## src/rtl/aes_dec_ctrl_if.sv

```systemverilog
// ============================================================================
// aes_dec_ctrl_if : request/round-control bundle for the AES decrypt controller
// Rev 1.0
// ============================================================================
`default_nettype none

interface aes_dec_ctrl_if #(
  parameter int CW = 2
) ();
  logic          start;
  logic          accept;
  logic [3:0]    rndNo;
  logic [CW-1:0] slot;
  logic          enbISR;
  logic          enbISB;
  logic          enbIMC;
  logic          enbAR;
  logic          enbKS;
  logic          kexp;
  logic          done;
  logic [9:0]    completed_round;

  modport master (
    output start,
    input  accept, rndNo, slot, enbISR, enbISB, enbIMC, enbAR, enbKS,
           kexp, done, completed_round
  );

  modport slave (
    input  start,
    output accept, rndNo, slot, enbISR, enbISB, enbIMC, enbAR, enbKS,
           kexp, done, completed_round
  );
endinterface

`default_nettype wire

```

## src/rtl/aes_dec_ctrl.sv

```systemverilog
// ============================================================================
// aes_dec_ctrl : round/slot sequencer for an N-way interleaved AES decryptor
// Optional key-expansion phase: AES_DEC_KEYEXP_EN      Rev 1.0
// ============================================================================
`default_nettype none

module aes_dec_ctrl #(
  parameter int N  = 4,
  parameter int CW = (N > 1) ? $clog2(N) : 1
) (
  input  logic         clk,
  input  logic         rstn,
  aes_dec_ctrl_if.slave bus
);

  localparam logic [CW-1:0] c_SLOT_LAST = CW'(N - 1);
  localparam logic [3:0]    c_RND_TOP   = 4'd10;

  typedef enum logic [1:0] {
    S_IDLE   = 2'd0,
`ifdef AES_DEC_KEYEXP_EN
    S_KEYEXP = 2'd1,
`endif
    S_RUN    = 2'd2,
    S_DONE   = 2'd3
  } state_t;

  state_t        r_state;
  state_t        w_nxt_state;
  logic [3:0]    r_rnd;
  logic [3:0]    w_nxt_rnd;
  logic [CW-1:0] r_slot;
  logic [CW-1:0] w_nxt_slot;
  logic          w_last_slot;

  logic          r_enb_isr, r_enb_isb, r_enb_imc, r_enb_ar, r_enb_ks, r_done;
  logic          w_enb_isr, w_enb_isb, w_enb_imc, w_enb_ar, w_enb_ks, w_done;
  logic [9:0]    r_cr;
  logic [9:0]    w_cr;
`ifdef AES_DEC_KEYEXP_EN
  logic          r_kexp;
  logic          w_kexp;
`endif

  assign w_last_slot = (r_slot == c_SLOT_LAST);

  // Next-state: slot free-runs within a round; the round index moves only on the last slot.
  always_comb begin
    w_nxt_state = r_state;
    w_nxt_rnd   = r_rnd;
    w_nxt_slot  = r_slot;
    case (r_state)
      S_IDLE: begin
        if (bus.start) begin
`ifdef AES_DEC_KEYEXP_EN
          w_nxt_state = S_KEYEXP;
          w_nxt_rnd   = 4'd1;
`else
          w_nxt_state = S_RUN;
          w_nxt_rnd   = c_RND_TOP;
`endif
          w_nxt_slot  = '0;
        end
      end
`ifdef AES_DEC_KEYEXP_EN
      S_KEYEXP: begin
        if (!bus.start) begin
          w_nxt_state = S_IDLE;
          w_nxt_rnd   = 4'd0;
          w_nxt_slot  = '0;
        end else if (w_last_slot) begin
          w_nxt_slot = '0;
          if (r_rnd == c_RND_TOP) begin
            w_nxt_state = S_RUN;
            w_nxt_rnd   = c_RND_TOP;
          end else begin
            w_nxt_rnd = r_rnd + 4'd1;
          end
        end else begin
          w_nxt_slot = r_slot + 1'b1;
        end
      end
`endif
      S_RUN: begin
        if (!bus.start) begin
          w_nxt_state = S_IDLE;
          w_nxt_rnd   = 4'd0;
          w_nxt_slot  = '0;
        end else if (w_last_slot) begin
          w_nxt_slot = '0;
          if (r_rnd == 4'd0) begin
            w_nxt_state = S_DONE;
          end else begin
            w_nxt_rnd = r_rnd - 4'd1;
          end
        end else begin
          w_nxt_slot = r_slot + 1'b1;
        end
      end
      S_DONE: begin
        w_nxt_state = S_IDLE;
        w_nxt_rnd   = 4'd0;
        w_nxt_slot  = '0;
      end
      default: begin
        w_nxt_state = S_IDLE;
        w_nxt_rnd   = 4'd0;
        w_nxt_slot  = '0;
      end
    endcase
  end

  // Output decode from the next state so the enables land in registers aligned with rndNo/slot.
  always_comb begin
    w_enb_isr = 1'b0;
    w_enb_isb = 1'b0;
    w_enb_imc = 1'b0;
    w_enb_ar  = 1'b0;
    w_enb_ks  = 1'b0;
    w_done    = 1'b0;
    w_cr      = '0;
`ifdef AES_DEC_KEYEXP_EN
    w_kexp    = 1'b0;
`endif
    case (w_nxt_state)
`ifdef AES_DEC_KEYEXP_EN
      S_KEYEXP: begin
        w_enb_ks = 1'b1;
        w_kexp   = 1'b1;
      end
`endif
      S_RUN: begin
        w_enb_ar  = 1'b1;
        w_enb_isr = (w_nxt_rnd <= 4'd9);
        w_enb_isb = (w_nxt_rnd <= 4'd9);
        w_enb_imc = (w_nxt_rnd != 4'd0) && (w_nxt_rnd <= 4'd9);
        w_enb_ks  = (w_nxt_rnd != 4'd0);
        if (w_nxt_rnd != 4'd0) begin
          w_cr = 10'd1 << (c_RND_TOP - w_nxt_rnd);
        end
      end
      S_DONE: begin
        w_done = 1'b1;
      end
      default: begin
        w_done = 1'b0;
      end
    endcase
  end

  always_ff @(posedge clk or negedge rstn) begin
    if (!rstn) begin
      r_state   <= S_IDLE;
      r_rnd     <= 4'd0;
      r_slot    <= '0;
      r_enb_isr <= 1'b0;
      r_enb_isb <= 1'b0;
      r_enb_imc <= 1'b0;
      r_enb_ar  <= 1'b0;
      r_enb_ks  <= 1'b0;
      r_done    <= 1'b0;
      r_cr      <= '0;
`ifdef AES_DEC_KEYEXP_EN
      r_kexp    <= 1'b0;
`endif
    end else begin
      r_state   <= w_nxt_state;
      r_rnd     <= w_nxt_rnd;
      r_slot    <= w_nxt_slot;
      r_enb_isr <= w_enb_isr;
      r_enb_isb <= w_enb_isb;
      r_enb_imc <= w_enb_imc;
      r_enb_ar  <= w_enb_ar;
      r_enb_ks  <= w_enb_ks;
      r_done    <= w_done;
      r_cr      <= w_cr;
`ifdef AES_DEC_KEYEXP_EN
      r_kexp    <= w_kexp;
`endif
    end
  end

  // rstn gates accept so a request held through reset is not acknowledged early.
  assign bus.accept          = rstn & bus.start & (r_state == S_IDLE);
  assign bus.rndNo           = r_rnd;
  assign bus.slot            = r_slot;
  assign bus.enbISR          = r_enb_isr;
  assign bus.enbISB          = r_enb_isb;
  assign bus.enbIMC          = r_enb_imc;
  assign bus.enbAR           = r_enb_ar;
  assign bus.enbKS           = r_enb_ks;
  assign bus.done            = r_done;
  assign bus.completed_round = r_cr;
`ifdef AES_DEC_KEYEXP_EN
  assign bus.kexp            = r_kexp;
`else
  assign bus.kexp            = 1'b0;
`endif

endmodule

`default_nettype wire

```

## src/flat_wrapper.sv

```systemverilog
// flat-port wrapper written by rule: the top's interface ports become plain ports
module aes_dec_ctrl_flat 
#(
  parameter int N  = 4,
  parameter int CW = (N > 1) ? $clog2(N) : 1
)
  (clk, rstn, bus_start, bus_accept, bus_rndNo, bus_slot, bus_enbISR, bus_enbISB, bus_enbIMC, bus_enbAR, bus_enbKS, bus_kexp, bus_done, bus_completed_round);
  aes_dec_ctrl_if #(.CW(CW)) bus_i ();
  input  logic clk;
  input  logic rstn;
  input wire logic [$bits(bus_i.start)-1:0] bus_start;
  output wire logic [$bits(bus_i.accept)-1:0] bus_accept;
  output wire logic [$bits(bus_i.rndNo)-1:0] bus_rndNo;
  output wire logic [$bits(bus_i.slot)-1:0] bus_slot;
  output wire logic [$bits(bus_i.enbISR)-1:0] bus_enbISR;
  output wire logic [$bits(bus_i.enbISB)-1:0] bus_enbISB;
  output wire logic [$bits(bus_i.enbIMC)-1:0] bus_enbIMC;
  output wire logic [$bits(bus_i.enbAR)-1:0] bus_enbAR;
  output wire logic [$bits(bus_i.enbKS)-1:0] bus_enbKS;
  output wire logic [$bits(bus_i.kexp)-1:0] bus_kexp;
  output wire logic [$bits(bus_i.done)-1:0] bus_done;
  output wire logic [$bits(bus_i.completed_round)-1:0] bus_completed_round;
  assign bus_i.start = bus_start;
  assign bus_accept = bus_i.accept;
  assign bus_rndNo = bus_i.rndNo;
  assign bus_slot = bus_i.slot;
  assign bus_enbISR = bus_i.enbISR;
  assign bus_enbISB = bus_i.enbISB;
  assign bus_enbIMC = bus_i.enbIMC;
  assign bus_enbAR = bus_i.enbAR;
  assign bus_enbKS = bus_i.enbKS;
  assign bus_kexp = bus_i.kexp;
  assign bus_done = bus_i.done;
  assign bus_completed_round = bus_i.completed_round;
  aes_dec_ctrl #(.N(N), .CW(CW)) u_core (.clk(clk), .rstn(rstn), .bus(bus_i));
endmodule
```

## config.mk

```make
export PLATFORM = sky130hd
export DESIGN_NAME = aes_dec_ctrl_flat
export DESIGN_NICKNAME = d
export VERILOG_FILES = /design/src/rtl/aes_dec_ctrl_if.sv /design/src/rtl/aes_dec_ctrl.sv /design/src/flat_wrapper.sv
export SDC_FILE = /design/constraint.sdc
export NUM_CORES = 1
export LEC_CHECK = 0
export ABC_CLOCK_PERIOD_IN_PS = 4600
export BUFFER_PORTS_ARGS = -buffer_cell sky130_fd_sc_hd__buf_2
export CAP_MARGIN = 10
export CORE_UTILIZATION = 50
export CTS_BUF_LIST = sky130_fd_sc_hd__clkbuf_4
export CTS_CLUSTER_SIZE = 10
export DETAILED_ROUTE_END_ITERATION = 8
export PLACE_DENSITY = 0.76
export SLEW_MARGIN = 25
export SYNTH_ARGS = -nofsm -noshare
export SYNTH_HDL_FRONTEND = slang
export SYNTH_SLANG_ARGS = --single-unit
```

## constraint.sdc

```tcl
create_clock -name clk -period 4.6 [get_ports clk]
set_clock_uncertainty 0.05 [all_clocks]
set_input_delay 0.46 -clock clk [delete_from_list [all_inputs] [get_ports clk]]
set_output_delay 0.46 -clock clk [all_outputs]
set_load 0.1 [all_outputs]
```

==> impl_metrics.py <==
metrics = {
    "logic_synthesis": {
        "synth_flop_cell": "dfrtp_1",
        "synth_nets": 105,
        "netlist_area_sq_um": 1040,
        "syn_avg_cell_area_sq_um": 10.4,
        "yosys.area.top_type": "dfrtp_1",
        "async_reset_ff_share_pct": 100,
        "synth_top_area_share_pct": 55.2,
        "ys_ff_latch": 23,
        "syn_inst": 100,
        "ys.warnings.count": 0,
        "synthDistinctLibCells": 33,
        "synth_edf_count": 0,
        "synth_top_cells_by_area": "dfrtp_1 (55%), nand2_1 (4.7%), nor2_1 (4.3%)",
        "synth_seq_area_share_pct": 55.2,
    },
    "timing": {
        "period_share_pct": 48.7,
        "finalSetupTns_ns": 0,
        "fmax_ghz": 0.446,
        "layout_setup_ws_ns": 2.36,
        "rsz0062_at_grt": "false",
        "slew_violations": 0,
        "min_period_ns": 2.24,
        "setup_viol": 0,
        "hold_violations": 0,
    },
    "hold_path": {
        "hold_path_class": "input pin to asynchronous set/reset pin",
    },
    "finish": {
        "drive_gt1_share_pct": 31.2,
        "multi_input_area_sq_um": 408,
        "nFillCells": 176,
        "seqCellArea_sq_um": 576,
        "finalInstanceArea_sq_um": 1200,
        "layout_common_cells": "buf_2 (25), dfrtp_1 (23), nand2_1 (13)",
        "nets": 131,
        "syn_to_final_growth_pct": 15.2,
        "antenna_cells": 0,
        "layout_commonest_cell": "buf_2",
    },
    "routing": {
        "wl_per_cell_um": 12.7,
        "drt_iter0_drc": 15,
        "ant_nets": 0,
        "avgViaCountPerCell": 5.18,
        "detail_route.wirelength_mm": 1.94,
        "dr.pass1.iters": 4,
        "via_count": 788,
        "drc": 0,
    },
    "setup_path": {
        "worst_ep_required_time_ns": 4.09,
        "critPathBufInv": 2,
        "start_kind": "flip-flop",
        "critPathCaptureType": "output port",
        "critical_path.top_delay_family": "flip-flops",
        "worstPathArrival_ns": 1.73,
        "critical-path-slowest-cell": "dfrtp_1",
        "slowest_delay_ns": 0.55,
        "cp_cell_sequence": "nand2b_1 > inv_1 > and3_1 > buf_2",
        "worstSetupPathType": "flip-flop to output port",
        "crit_path_max_fanout": 11,
    },
    "floorplan": {
        "die_x_um": 47.7,
        "core_area_sq_um": 1960,
        "rows": 16,
        "start_util_pct": 53.1,
        "die_area_sq_um": 2270,
        "die_h_um": 47.7,
        "io_pins": 27,
    },
    "placement": {
        "dpl_cell_area_sq_um": 1170,
        "place_congestion": 0.818,
        "dp_hpwl_mm": 1.46,
        "dp_slack_ns": 2.48,
        "io_buffers": 25,
    },
    "clock_tree": {
        "h-tree-depth": 1,
        "cts_sinks": 23,
        "cts_buffers": 3,
        "ctsResizeCount": 0,
        "cts_tree": "done",
        "root_buffer": "clkbuf_4",
        "cts_hold_buffers": 0,
        "post_cts_buffers": 0,
        "clock_latency_ns": 0.30,
        "cts.path.max_buffers": 2,
        "clkTransAtPathRegs_ns": 0.12,
    },
    "power": {
        "powerDensity_nw_per_um2": 368,
        "irDropWorstVdd_v": 0.000241,
        "power.leakage_uw": 0.000614,
    },
    "global_route": {
        "grt_pass1_wl_mm": 3.04,
        "grt.total_usage_pct": 19.8,
        "antenna_found_initial": 0,
        "first_global_vias": 663,
        "grt_max_degree": 25,
        "grt_overflow": 0,
    },
    "job": {
        "max-cap-violations": 0,
    },
    "outcome": {
        "status": "finished clean",
    },
}
per-stage QoR:
stage          hold WS (ns)  power, uW  instances  utilization [%]
6_report             0.0505        442        152             61.2
5_1_grt              0.0722        463        152             61.2
4_1_cts              0.0610        446        152             61.2
3_5_place_dp          0.405        358        148             59.8
3_3_place_gp          0.401        356        148             59.8
2_1_floorplan         0.114        337        100                -
registers in the layout (all words and copies together), names as in the netlist:
name                        flops
u_core.bus.completed_round     10
u_core.bus.rndNo                4
u_core.bus.slot                 2
u_core.r_state                  2
u_core.bus.done                 1
u_core.bus.enbAR                1
u_core.bus.enbIMC               1
u_core.bus.enbISR               1
u_core.bus.enbKS                1
final cells by class:
class                   instances  share of cell area [%]
well taps                      27                    2.81
multi-input cells              65                    34.0
clock buffers                   3                    1.88
clock inverters                 1                   0.417
flip-flops and latches         23                    47.9
repair buffers                 25                    10.4
inverters                       8                    2.60
metal layers:
metal,track usage (%),up-vias,routed length [um]
met5,0,-,0
li1,-,385,-
met2,31.2,28,940
met4,3.89,0,0
met3,7.55,0,123
met1,26.3,375,871
synth_stat cells, types with 2 or more instances:
| master | n |
|---|---|
| a21oi_2 | 2 |
| buf_4 | 3 |
| nor3_1 | 3 |
| a21oi_1 | 5 |
| dfrtp_1 | 23 |
| nand2b_1 | 3 |
| ha_1 | 2 |
| inv_1 | 7 |
| nand2_1 | 13 |
| or3_1 | 3 |
| o21ai_0 | 3 |
| nor2_1 | 12 |
kinds of logic after synthesis:
kind of cell / after synthesis / share of synthesized area, %
other cells: 1 / 0.360
compound gates: 17 / 12.5
mux: 1 / 1.08
xor+xnor: 1 / 0.840
flops: 23 / 55.2
fa+ha+maj: 2 / 2.40
simple gates: 43 / 22.0
buf+inv: 12 / 5.64
final timing paths:
kind                                                 from                                 endpoint  slack [ns]  cells after the start
max in group asynchronous                            rstn            u_core.bus.rndNo[0]$_DFF_PN0_        4.12                      1
hold reg to reg            u_core.bus.slot[1]$_DFFE_PN0P_           u_core.bus.slot[1]$_DFFE_PN0P_        0.51                      2
setup / recovery              u_core.r_state[0]$_DFF_PN0_                               bus_accept        2.36                      4
setup reg to reg            u_core.bus.rndNo[0]$_DFF_PN0_  u_core.bus.completed_round[4]$_DFF_PN0_        2.46                      7
min in group clk                                bus_start           u_core.bus.slot[1]$_DFFE_PN0P_        0.43                      3
hold / removal                                       rstn               u_core.bus.enbAR$_DFF_PN0_        0.05                      1
power by group:
group	total [uW]	switching (uW)	internal (uW)	leakage (uW)
clock	88.1	55.7	32.4	0.0000177
combinational	134	113	21.2	0.000293
sequential	219	7.77	212	0.000304
total	442	177	265	0.000614
Note: power is estimated with default switching activity, not from simulation.
